--- src/rtl/cacheline_arbiter_if.sv ---
// Bus bundle between the two cache miss paths, the arbiter and the downstream
// cacheline memory port.
//   slave  : arbiter view (takes cache requests and memory responses, drives
//            cache responses and memory strobes)
//   master : environment view (caches plus memory model), the mirror image
// Signals:
//   i_read/i_addr                          I-cache fill request
//   i_rdata/i_resp                         I-cache fill data / completion
//   d_read/d_write/d_addr/d_wdata          D-cache fill or writeback request
//   d_rdata/d_resp                         D-cache fill data / completion
//   mem_read/mem_write/mem_addr/mem_wdata  downstream request
//   mem_rdata/mem_resp                     downstream data / completion pulse
interface cacheline_arbiter_if #(
  parameter int LINE_W = 256,
  parameter int ADDR_W = 32
);
  logic              i_read;
  logic [ADDR_W-1:0] i_addr;
  logic [LINE_W-1:0] i_rdata;
  logic              i_resp;
  logic              d_read;
  logic              d_write;
  logic [ADDR_W-1:0] d_addr;
  logic [LINE_W-1:0] d_wdata;
  logic [LINE_W-1:0] d_rdata;
  logic              d_resp;
  logic              mem_read;
  logic              mem_write;
  logic [ADDR_W-1:0] mem_addr;
  logic [LINE_W-1:0] mem_wdata;
  logic [LINE_W-1:0] mem_rdata;
  logic              mem_resp;

  modport slave (
    input  i_read, i_addr, d_read, d_write, d_addr, d_wdata, mem_rdata, mem_resp,
    output i_rdata, i_resp, d_rdata, d_resp, mem_read, mem_write, mem_addr, mem_wdata
  );

  modport master (
    output i_read, i_addr, d_read, d_write, d_addr, d_wdata, mem_rdata, mem_resp,
    input  i_rdata, i_resp, d_rdata, d_resp, mem_read, mem_write, mem_addr, mem_wdata
  );
endinterface

--- src/rtl/cacheline_arbiter.sv ---
// Arbitrates one cacheline memory port between the I-cache (read only) and the
// D-cache (read/write). The winning request is latched, a single transaction is
// held on the memory port until mem_resp, the response is routed to its owner,
// and a one-cycle DONE turnaround precedes the next arbitration.
// Ports:
//   clk          clock
//   rst          asynchronous active-high reset
//   bus          cacheline_arbiter_if.slave (cache and memory signals)
//   err_timeout  sticky flag: a transaction waited TIMEOUT cycles for mem_resp
// Parameters: LINE_W line width, ADDR_W address width, TIMEOUT wait limit.
// Build option: define ARB_ROUND_ROBIN_EN to resolve ties in favour of the
// requester not granted last; otherwise the D-cache always wins ties.
module cacheline_arbiter #(
  parameter int LINE_W  = 256,
  parameter int ADDR_W  = 32,
  parameter int TIMEOUT = 1024
) (
  input  logic                  clk,
  input  logic                  rst,
  cacheline_arbiter_if.slave    bus,
  output logic                  err_timeout
);

  localparam int CNT_W = $clog2(TIMEOUT + 1);
  localparam logic [CNT_W-1:0] CNT_MAX = CNT_W'(TIMEOUT);

  typedef enum logic [1:0] {IDLE, SERVE_I, SERVE_D, DONE} state_t;

  state_t            state;
  logic              mem_read_q;
  logic              mem_write_q;
  logic [ADDR_W-1:0] mem_addr_q;
  logic [LINE_W-1:0] mem_wdata_q;
  logic [CNT_W-1:0]  wait_cnt;
  logic              d_req;
  logic              grant_d;

  assign d_req = bus.d_read | bus.d_write;

`ifdef ARB_ROUND_ROBIN_EN
  // 1 = D-cache held the most recent grant; reset value makes I win the first tie
  logic last_d;

  assign grant_d = d_req & (~bus.i_read | ~last_d);

  always_ff @(posedge clk or posedge rst) begin
    if (rst) begin
      last_d <= 1'b1;
    end else if (state == IDLE) begin
      if (grant_d) begin
        last_d <= 1'b1;
      end else if (bus.i_read) begin
        last_d <= 1'b0;
      end
    end
  end
`else
  assign grant_d = d_req;
`endif

  always_ff @(posedge clk or posedge rst) begin
    if (rst) begin
      state       <= IDLE;
      mem_read_q  <= 1'b0;
      mem_write_q <= 1'b0;
      mem_addr_q  <= '0;
      mem_wdata_q <= '0;
      wait_cnt    <= '0;
      err_timeout <= 1'b0;
    end else begin
      case (state)
        IDLE: begin
          if (grant_d) begin
            // write takes precedence when d_read and d_write are both high
            state       <= SERVE_D;
            mem_read_q  <= ~bus.d_write;
            mem_write_q <= bus.d_write;
            mem_addr_q  <= bus.d_addr;
            mem_wdata_q <= bus.d_wdata;
            wait_cnt    <= '0;
          end else if (bus.i_read) begin
            state       <= SERVE_I;
            mem_read_q  <= 1'b1;
            mem_write_q <= 1'b0;
            mem_addr_q  <= bus.i_addr;
            wait_cnt    <= '0;
          end
        end
        SERVE_I, SERVE_D: begin
          if (wait_cnt != CNT_MAX) begin
            wait_cnt <= wait_cnt + 1'b1;
          end
          // the edge that brings the count to TIMEOUT raises the sticky flag
          if (wait_cnt == CNT_MAX - 1'b1) begin
            err_timeout <= 1'b1;
          end
          if (bus.mem_resp) begin
            state       <= DONE;
            mem_read_q  <= 1'b0;
            mem_write_q <= 1'b0;
          end
        end
        DONE: begin
          state <= IDLE;
        end
        default: begin
          state <= IDLE;
        end
      endcase
    end
  end

  assign bus.mem_read  = mem_read_q;
  assign bus.mem_write = mem_write_q;
  assign bus.mem_addr  = mem_addr_q;
  assign bus.mem_wdata = mem_wdata_q;
  // responses are combinational so the owner sees completion in the mem_resp cycle
  assign bus.i_resp    = bus.mem_resp & (state == SERVE_I);
  assign bus.d_resp    = bus.mem_resp & (state == SERVE_D);
  assign bus.i_rdata   = bus.mem_rdata;
  assign bus.d_rdata   = bus.mem_rdata;

endmodule

--- src/flat_wrapper.sv ---
// flat-port wrapper written by rule: the top's interface ports become plain ports
module cacheline_arbiter_flat 
#(
  parameter int LINE_W  = 256,
  parameter int ADDR_W  = 32,
  parameter int TIMEOUT = 1024
)
  (clk, rst, err_timeout, bus_i_read, bus_i_addr, bus_d_read, bus_d_write, bus_d_addr, bus_d_wdata, bus_mem_rdata, bus_mem_resp, bus_i_rdata, bus_i_resp, bus_d_rdata, bus_d_resp, bus_mem_read, bus_mem_write, bus_mem_addr, bus_mem_wdata);
  cacheline_arbiter_if #(.LINE_W(LINE_W), .ADDR_W(ADDR_W)) bus_i ();
  input  logic clk;
  input  logic rst;
  output logic err_timeout;
  input wire logic [$bits(bus_i.i_read)-1:0] bus_i_read;
  input wire logic [$bits(bus_i.i_addr)-1:0] bus_i_addr;
  input wire logic [$bits(bus_i.d_read)-1:0] bus_d_read;
  input wire logic [$bits(bus_i.d_write)-1:0] bus_d_write;
  input wire logic [$bits(bus_i.d_addr)-1:0] bus_d_addr;
  input wire logic [$bits(bus_i.d_wdata)-1:0] bus_d_wdata;
  input wire logic [$bits(bus_i.mem_rdata)-1:0] bus_mem_rdata;
  input wire logic [$bits(bus_i.mem_resp)-1:0] bus_mem_resp;
  output wire logic [$bits(bus_i.i_rdata)-1:0] bus_i_rdata;
  output wire logic [$bits(bus_i.i_resp)-1:0] bus_i_resp;
  output wire logic [$bits(bus_i.d_rdata)-1:0] bus_d_rdata;
  output wire logic [$bits(bus_i.d_resp)-1:0] bus_d_resp;
  output wire logic [$bits(bus_i.mem_read)-1:0] bus_mem_read;
  output wire logic [$bits(bus_i.mem_write)-1:0] bus_mem_write;
  output wire logic [$bits(bus_i.mem_addr)-1:0] bus_mem_addr;
  output wire logic [$bits(bus_i.mem_wdata)-1:0] bus_mem_wdata;
  assign bus_i.i_read = bus_i_read;
  assign bus_i.i_addr = bus_i_addr;
  assign bus_i.d_read = bus_d_read;
  assign bus_i.d_write = bus_d_write;
  assign bus_i.d_addr = bus_d_addr;
  assign bus_i.d_wdata = bus_d_wdata;
  assign bus_i.mem_rdata = bus_mem_rdata;
  assign bus_i.mem_resp = bus_mem_resp;
  assign bus_i_rdata = bus_i.i_rdata;
  assign bus_i_resp = bus_i.i_resp;
  assign bus_d_rdata = bus_i.d_rdata;
  assign bus_d_resp = bus_i.d_resp;
  assign bus_mem_read = bus_i.mem_read;
  assign bus_mem_write = bus_i.mem_write;
  assign bus_mem_addr = bus_i.mem_addr;
  assign bus_mem_wdata = bus_i.mem_wdata;
  cacheline_arbiter #(.LINE_W(LINE_W), .ADDR_W(ADDR_W), .TIMEOUT(TIMEOUT)) u_core (.clk(clk), .rst(rst), .bus(bus_i), .err_timeout(err_timeout));
endmodule
--- config.mk ---
export PLATFORM = sky130hd
export DESIGN_NAME = cacheline_arbiter_flat
export DESIGN_NICKNAME = d
export VERILOG_FILES = /design/src/rtl/cacheline_arbiter_if.sv /design/src/rtl/cacheline_arbiter.sv /design/src/flat_wrapper.sv
export SDC_FILE = /design/constraint.sdc
export NUM_CORES = 1
export LEC_CHECK = 0
export ABC_AREA = 1
export CAP_MARGIN = 15
export CORE_AREA = 2 2 544 546
export CTS_CLUSTER_DIAMETER = 200
export CTS_CLUSTER_SIZE = 8
export DETAILED_ROUTE_END_ITERATION = 7
export DIE_AREA = 0 0 546 548
export HOLD_SLACK_MARGIN = 0.05
export PLACE_DENSITY = 0.3
export SLEW_MARGIN = 20
export SYNTH_ARGS = -nofsm -noshare
export SYNTH_HDL_FRONTEND = slang
export SYNTH_SLANG_ARGS = --single-unit
--- constraint.sdc ---
create_clock -name clk -period 18.6 [get_ports clk]
set_input_delay 4.65 -clock clk [delete_from_list [all_inputs] [get_ports clk]]
set_output_delay 4.65 -clock clk [all_outputs]
set_load 0.05 [all_outputs]
=== Word level (Yosys, flattened, before mapping) ===
Cells that the tools add are included.

* Register bits: 304
* Logic and storage cells: 47

* Add/sub/neg operators: 1
* Equal/unequal tests: 8
* Reduce and logical (&&, ||, !) cells: 10
* Bitwise logic cells: 4
* Muxes and demuxes: 17

{| class="wikitable"
|+ Operators with widths
! operator !! count
|-
| 2-to-1 mux 32 bit || 2
|-
| 2-to-1 mux 11 bit || 3
|-
| case mux 11 bit (2 select lines) || 1
|-
| adder 11 x 1 -> 11 bit (second input constant) || 1
|-
| == test 11 x 10 -> 1 bit (second input constant) || 1
|-
| inequality test 11 bit (second input constant) || 1
|-
| AND reduction 2 bit || 4
|-
| 2-to-1 mux 2 bit || 3
|-
| case mux 2 bit (3 select lines) || 1
|-
| AND reduction 3 bit || 2
|-
| 2-to-1 mux 1 bit || 5
|-
| == test 2 bit (second input constant) || 2
|-
| case mux 1 bit (2 select lines) || 2
|-
| nonzero test 2 bit || 2
|-
| inequality test 3 x 2 -> 1 bit (second input constant) || 1
|-
| AND 1 bit || 2
|-
| == test 2 x 1 -> 1 bit (second input constant) || 1
|-
| zero test 2 bit || 1
|-
| inequality test 2 x 1 -> 1 bit (second input constant) || 1
|-
| inequality test 2 bit (second input constant) || 1
|-
| OR reduction 2 bit || 1
|-
| NOT 1 bit || 1
|-
| bitwise OR 1 bit || 1
|}

=== Longest topological paths before layout ===
Gate-level depths: netlist (run 1).

* Depth after elaboration: 4
* Depth in mapped cells: 10
* Depth with buffers taken out: 9

=== Worst setup path after synthesis (run 1) ===
OpenSTA, ideal clock, no wires.

* Path kind: input to output
* Start: in bus_mem_resp
* End: out bus_d_resp
* Arrival time: 4.990 ns
* Buffers on the path: 0
* Required time: 13.950 ns
* Stages on the path: 2
* Setup slack: 8.960 ns
* Cell sequence: nand2_1 > inv_1

* Word-level cells in the longest chain between the ends: 1

{| class="wikitable"
|+ RTL lines
! what !! RTL line !! RTL
|-
| from (decl) || flat_wrapper.sv:20 || <nowiki>input wire logic [$bits(bus_i.mem_resp)-1:0] bus_mem_resp;</nowiki>
|-
| AND 1 bit || cacheline_arbiter.sv:119 || <nowiki>assign bus.d_resp = bus.mem_resp & (state == SERVE_D);</nowiki>
|-
| to (decl) || flat_wrapper.sv:24 || <nowiki>output wire logic [$bits(bus_i.d_resp)-1:0] bus_d_resp;</nowiki>
|}

Every way passes these cells.

=== Worst setup path after layout (run 1) ===
* Start: in bus_mem_resp
* End: out bus_i_resp

* Word-level cells in the longest chain between the ends: 1

{| class="wikitable"
|+ RTL lines
! what !! RTL line !! RTL
|-
| AND 1 bit || cacheline_arbiter.sv:118 || <nowiki>assign bus.i_resp = bus.mem_resp & (state == SERVE_I);</nowiki>
|-
| to (decl) || flat_wrapper.sv:22 || <nowiki>output wire logic [$bits(bus_i.i_resp)-1:0] bus_i_resp;</nowiki>
|}

Every way passes these cells.

==> impl_results.md, run 1 <==
- Status: finished clean
- Most common cell in the netlist: buf_4
- Initial DRC count: 536
- Setup violators final: 0
- Layout cell share with drive strength beyond 1: 21.8%
- Initial antenna violation count: 57
- Final period util: 58.9%
- Pre-antenna DRT Iters: 4
- Fin. max-slew vios: 0
- TNS Setup: 0 ns
- Crit-path max FO: 3
- Cell variety after synth: 27
- P_leak: about 9.4 nW
- Row Count: approximately 200
- Synth Cell Area: 16,800 µm²
- Post-synth top cells: buf_4, dfrtp_1, mux2_4
- Synth Area in Compound Gates: approximately 2.0%
- Final ANT Viol Nets: 0
- Hold_buf cts: 0
- Setup Fix Bufs, Post-CTS: 0
- Avg WL per Cell: 24.7 µm
- Async SR Flop Fraction: 100%
- Post-CTS sizing: 0
- Clk_lat worst skew: 0.64 ns
- Via count: 10,400
- Register area share after synthesis: around 45%
- Power per Cell Area: 207 nW/µm²
- Simple-Gate Fraction of Synth Area: 4.20%
- Main combinational cell family by area after synthesis: buffers and inverters
- Routed WL: 134 mm
- Synthesis-stage register bit count: 304
- Starting Density: 5.75%
- Crit Reg-Reg Endpoint: u_core.bus.mem_wdata[211]
- Adder-cell share of the synthesized area: 0.520%
- Worst EP arrival: about 6.3 ns
- Post-layout net count: 2,087
- Worst R2R Setup Slack: 15.19 ns
- Worst Hold End: u_core.err_timeout
- Hold_sp: u_core.err_timeout
- Mux contribution to synthesized area: 22.5%
- Hold path cells: 1
- Die Area: 299,000 µm²
- Mapped Cells: 1,378
- Max IR drop VDD: around 0.094 mV
- Crit. End Element: output pin
- Post-synth top area cell: dfrtp_1
- Max Cap Viol: 0
- Synthesized area per cell: 12.2 µm²
- Gpl congestion: around 0.78
- Synth warn: 0
- RSZ-0062 raised after global routing: no
- Vias in the first global route: 11,000
- Clock-pin slew on the worst setup and hold paths: around 0.060 ns
- Die Y: 548 µm
- TritonCTS clock tree: yes
- Clock root cell: clkbuf_16
- Pin count of the biggest net entering global routing: 101
- Startpoint Class: primary input
- DRC: 0
- Worst Clk Skew: about 0.037 ns
- Main synth FF type: dfrtp_1
- Max Freq: 91.2 MHz
- WP data required: 13.95 ns
- Final hold viol count: 0
- Die width: about 550 µm
- I/O pins: 1,387
- First-pass GRT wire length: 162 mm
- Final min period: 10.96 ns
- Tot GR Track Use: 8.68%
- GRT Residual Overflow: 0
- Reg2reg start: u_core.state[0]
- Post-Syn Nets: 1,967
- Synth Area in XOR/XNOR: less than 1%
- HP Class: reg -> reg
- Final core occ: around 8.6%
- Actual slew at the worst max-slew pin: 1.03 ns
- Num CTS Buffers: 45
- Drt via density: 1.92
- Relative slew slack: 31.4%
- Port Buffers: about 620
- H-Tree Level Count: 2
- Worst R2R Path Depth: 6
- Detailed Place HPWL: 118 mm
- Crit Path Class: in -> out
- Top cell type's share of synthesized area: 45.2%
- Area grow syn2layout: 49.1%
- Clock Path Buffers: 3
- Number of synthesized flops with an enable pin: 0
- Clk sinks: 304
- Total core area: 293,000 µm²
- Area contributors post-synth: dfrtp_1, buf_4, mux2_4
-- cell usage in the layout (no fill, tap or decap) --
cell,count
mux2_2,16
xor2_1,3
nor2_8,1
o21ai_0,10
nand2_2,1
clkinv_2,1
or2_2,1
nor2_1,47
buf_4,10
inv_2,1
inv_1,20
clkdlybuf4s50_1,617
clkbuf_16,47
a31oi_1,32
nand3_1,13
nand2_1,111
clkbuf_1,3
o21ai_1,8
inv_8,1
nand2_8,1
a21o_1,1
clkbuf_8,3
inv_4,1
bufinv_16,1
nand4_1,1
dfrtp_1,304
mux2_4,240
diode_2,7
a21oi_2,1
ha_1,7
buf_12,1
a21oi_4,1
inv_6,1
o21bai_1,1
-- worst max-delay path by stage --
stage                            start                endpoint  slack (ns)
final                     bus_mem_resp              bus_i_resp        7.64
after CTS                 bus_mem_resp              bus_i_resp        7.55
after global placement    bus_mem_resp              bus_i_resp        7.55
after floorplan                    rst  u_core.bus.mem_addr[0]        5.55
after detailed placement  bus_mem_resp              bus_i_resp        7.57
after global routing      bus_mem_resp              bus_i_resp        7.49
-- sequential cells by signal (all words and copies together) (netlist names) --
register              count
u_core.state              2
u_core.wait_cnt          11
u_core.err_timeout        1
u_core.bus.mem_addr      32
u_core.bus.mem_write      1
u_core.bus.mem_wdata    256
u_core.bus.mem_read       1
-- area by class of cell --
cell class                      count  area [µm²]
Clock buffer                       53        1230
Sequential cell                   304        7610
Clock inverter                      3        43.8
Inverter                           23        96.3
Fill cell                       33900      268000
Timing Repair Buffer              628        6270
Multi-Input combinational cell    496        4940
Tap cell                         3919        4900
Antenna cell                        7        17.5
-- metrics by stage --
step,hold WS (ns),instances,total power [W],worst slack [ns],instance area [µm²]
after floorplan,0.455,1378,0.00348,5.55,16800
after global placement,0.452,5370,0.00444,7.55,23800
after detailed placement,0.471,5370,0.00445,7.57,23800
after CTS,0.483,5426,0.00534,7.55,25100
after global routing,0.511,5426,0.00550,7.49,25100
final,0.473,5433,0.00520,7.64,25100
-- report_power, final --
part	total (W)	switching (W)	leakage, nW	internal [W]
Clock	0.000838	0.000368	0.627	0.000470
Combinational	0.00315	0.00198	5.24	0.00117
Sequential	0.00121	0.000216	3.57	0.000997
Total	0.00520	0.00256	9.44	0.00263
-- metal layers --
layer	global-route usage, %	part of all wire, %	vias up
met5	0	0	-
met4	2.80	3.8	0
met3	8.61	22	280
met2	14.9	48	1191
met1	6.62	26	4733
li1	-	-	4227
-- critical path, stage by stage --
cell             delay (ns)
clkdlybuf4s50_1        0.52
nand2_1                0.12
inv_1                  0.16
clkdlybuf4s50_1        0.85
-- kinds of logic (layout without fill, tap and decap cells) --
group / after synthesis / in the layout
compound gates: 54 / 54
xor+xnor: 3 / 3
fa+ha+maj: 7 / 7
buf+inv: 578 / 707
flops: 304 / 304
mux: 256 / 256
other cells: 0 / 7
simple gates: 176 / 176
No activity file was read; power rests on OpenSTA's default activity.
==> inputs of run 2 (changes only) <==
CORE_AREA = 2 2 536 538   (was 2 2 544 546)
DIE_AREA = 0 0 538 540   (was 0 0 546 548)
clock period = 10.25 ns   (was 18.6 ns; I/O delays follow)
==> impl_results.md, run 2 (synthesis results as in run 1) <==
- HP Class: reg -> reg
- Setup violators final: 0
- Gpl congestion: 0.763
- Pin count of the biggest net entering global routing: about 120
- Die Area: 291,000 µm²
- Fin. max-slew vios: 0
- Initial antenna violation count: 41
- Relative slew slack: 29.8%
- First-pass GRT wire length: between 150 and 200 mm
- Total core area: 284,000 µm²
- Max Freq: 153 MHz
- Final core occ: 8.74%
- Clock Path Buffers: 3
- Post-layout net count: 2,088
- Slowest cell on crit path: clkdlybuf4s50_1
- Clk sinks: 304
- Actual slew at the worst max-slew pin: 1.05 ns
- Hold_buf cts: 0
- Pre-antenna DRT Iters: 4
- Worst Clk Skew: roughly 0.044 ns
- Row Count: 196
- TNS Setup: 0 ns
- Hold Slack: a little under 0.5 ns
- Final ANT Viol Nets: 0
- Cell Count, Final, Fillers Out: 5,271
- GRT Residual Overflow: 0
- Setup Fix Bufs, Post-CTS: 0
- DRC: 0
- Buf/Inv on CP: 3
- Post-CTS sizing: 0
- Area grow syn2layout: 47.5%
- Detailed Place HPWL: 119 mm
- Status: finished clean
- WL met3: 30.9 mm
- Num CTS Buffers: 45
- Avg WL per Cell: 25.8 µm
- Startpoint Class: primary input
- Critical Path Max Stage Delay: 0.79 ns
- Worst R2R Setup Slack: roughly 6.6 ns
- Final period util: 63.8%
- Crit Path Class: in -> out
- Final setup margin: roughly 3.7 ns
- Port Buffers: 618
- Met2 WL post-DR: 62.9 mm
- Largest register FFs: 256
- Via count: 10,500
- Leading cell type in the layout, fill and taps excluded: clkdlybuf4s50_1
- Routed WL: 136 mm
- CP Cell Sequence: clkdlybuf4s50_1 > nand2_1 > inv_1 > clkdlybuf4s50_1
- Worst EP arrival: 3.97 ns
- Wire length on met1: 36.5 mm
- Max Cap Viol: 0
- Most frequent CP cell: clkdlybuf4s50_1
- P_leak: ~9.4 nW
- Die width: between 500 and 600 µm
- Most frequent cells in the layout: clkdlybuf4s50_1, dfrtp_1, mux2_4
- Starting Density: 5.92%
- Initial DRC count: 408
- RSZ-0062 raised after global routing: no
- Max IR drop VDD: 0.145 mV
- Layout cell share with drive strength beyond 1: 21.9%
- Inst Count DP: around 5,200
- Setup slack at placement: 3.70 ns
- Crit. End Element: output pin
- Clock-pin slew on the worst setup and hold paths: 0.05 ns
- CP delay by family, top: buffers and inverters
- Vias in the first global route: roughly 11,000
- WP data required: just under 8 ns
- I/O pins: 1,387
- Drt via density: approximately 2
- Tot GR Track Use: 8.95%
- Clock root cell: clkbuf_16
- Die Y: 540 µm
- Final min period: 6.54 ns
- Final hold viol count: 0
- Max Used Layer: met5
- TritonCTS clock tree: yes
- H-Tree Level Count: 2
- Clk_lat worst skew: ~0.67 ns
- Power per Cell Area: about 380 nW/µm²
- Crit-path max FO: 3
run 2: per-stage QoR:
stage | instance area [µm²] | power [W]
global route | 24800 | 0.0100
CTS | 24800 | 0.00975
floorplan | 16900 | 0.00631
global placement | 23700 | 0.00818
detailed placement | 23700 | 0.00819
finish | 24900 | 0.00949
run 2: final cells by class:
cell class / count / area, µm²
inverter: 23 / 92.6
antenna: 5 / 12.5
sequential: 304 / 7610
tap: 3762 / 4710
fill: 32800 / 260000
multi-input combinational: 496 / 4940
clock inverter: 5 / 36.3
timing repair buffer: 629 / 6300
clock buffer: 47 / 1150
run 2: final timing paths:
path / start / to / depth (start not counted)
worst max-delay path: bus_mem_resp / bus_d_resp / 4
worst min-delay path: u_core.wait_cnt[10] / u_core.wait_cnt[10] / 2
worst max register to register: u_core.state[0] / u_core.bus.mem_wdata[96] / 6
worst min register to register: u_core.wait_cnt[10] / u_core.wait_cnt[10] / 2
max in group asynchronous: rst / u_core.bus.mem_addr[11] / 4
min in group asynchronous: rst / u_core.bus.mem_wdata[199] / 2
run 2: routing by layer:
metal / GRT usage [%] / vias up
met5: 0 / -
met4: 3.44 / 2
met3: 9.13 / 254
met2: 14.8 / 1215
met1: 6.85 / 4767
li1: - / 4236
run 2: where the power goes:
part	switching, W	internal (W)	total [W]
logic	0.00367	0.00212	0.00579
clock network	0.000667	0.000787	0.00145
registers	0.000432	0.00181	0.00224
run 2: worst register-to-register path, delay by kind of cell, from the launching register on:
| family | cells | cell delay (ns) |
|---|---|---|
| multiplexers | 1 | 0.50 |
| buffers and inverters | 3 | 1.74 |
| adder cells (fa/ha/maj) | 1 | 0.31 |
| flip-flops | 1 | 0.37 |
| AND/OR/NAND/NOR | 1 | 0.56 |
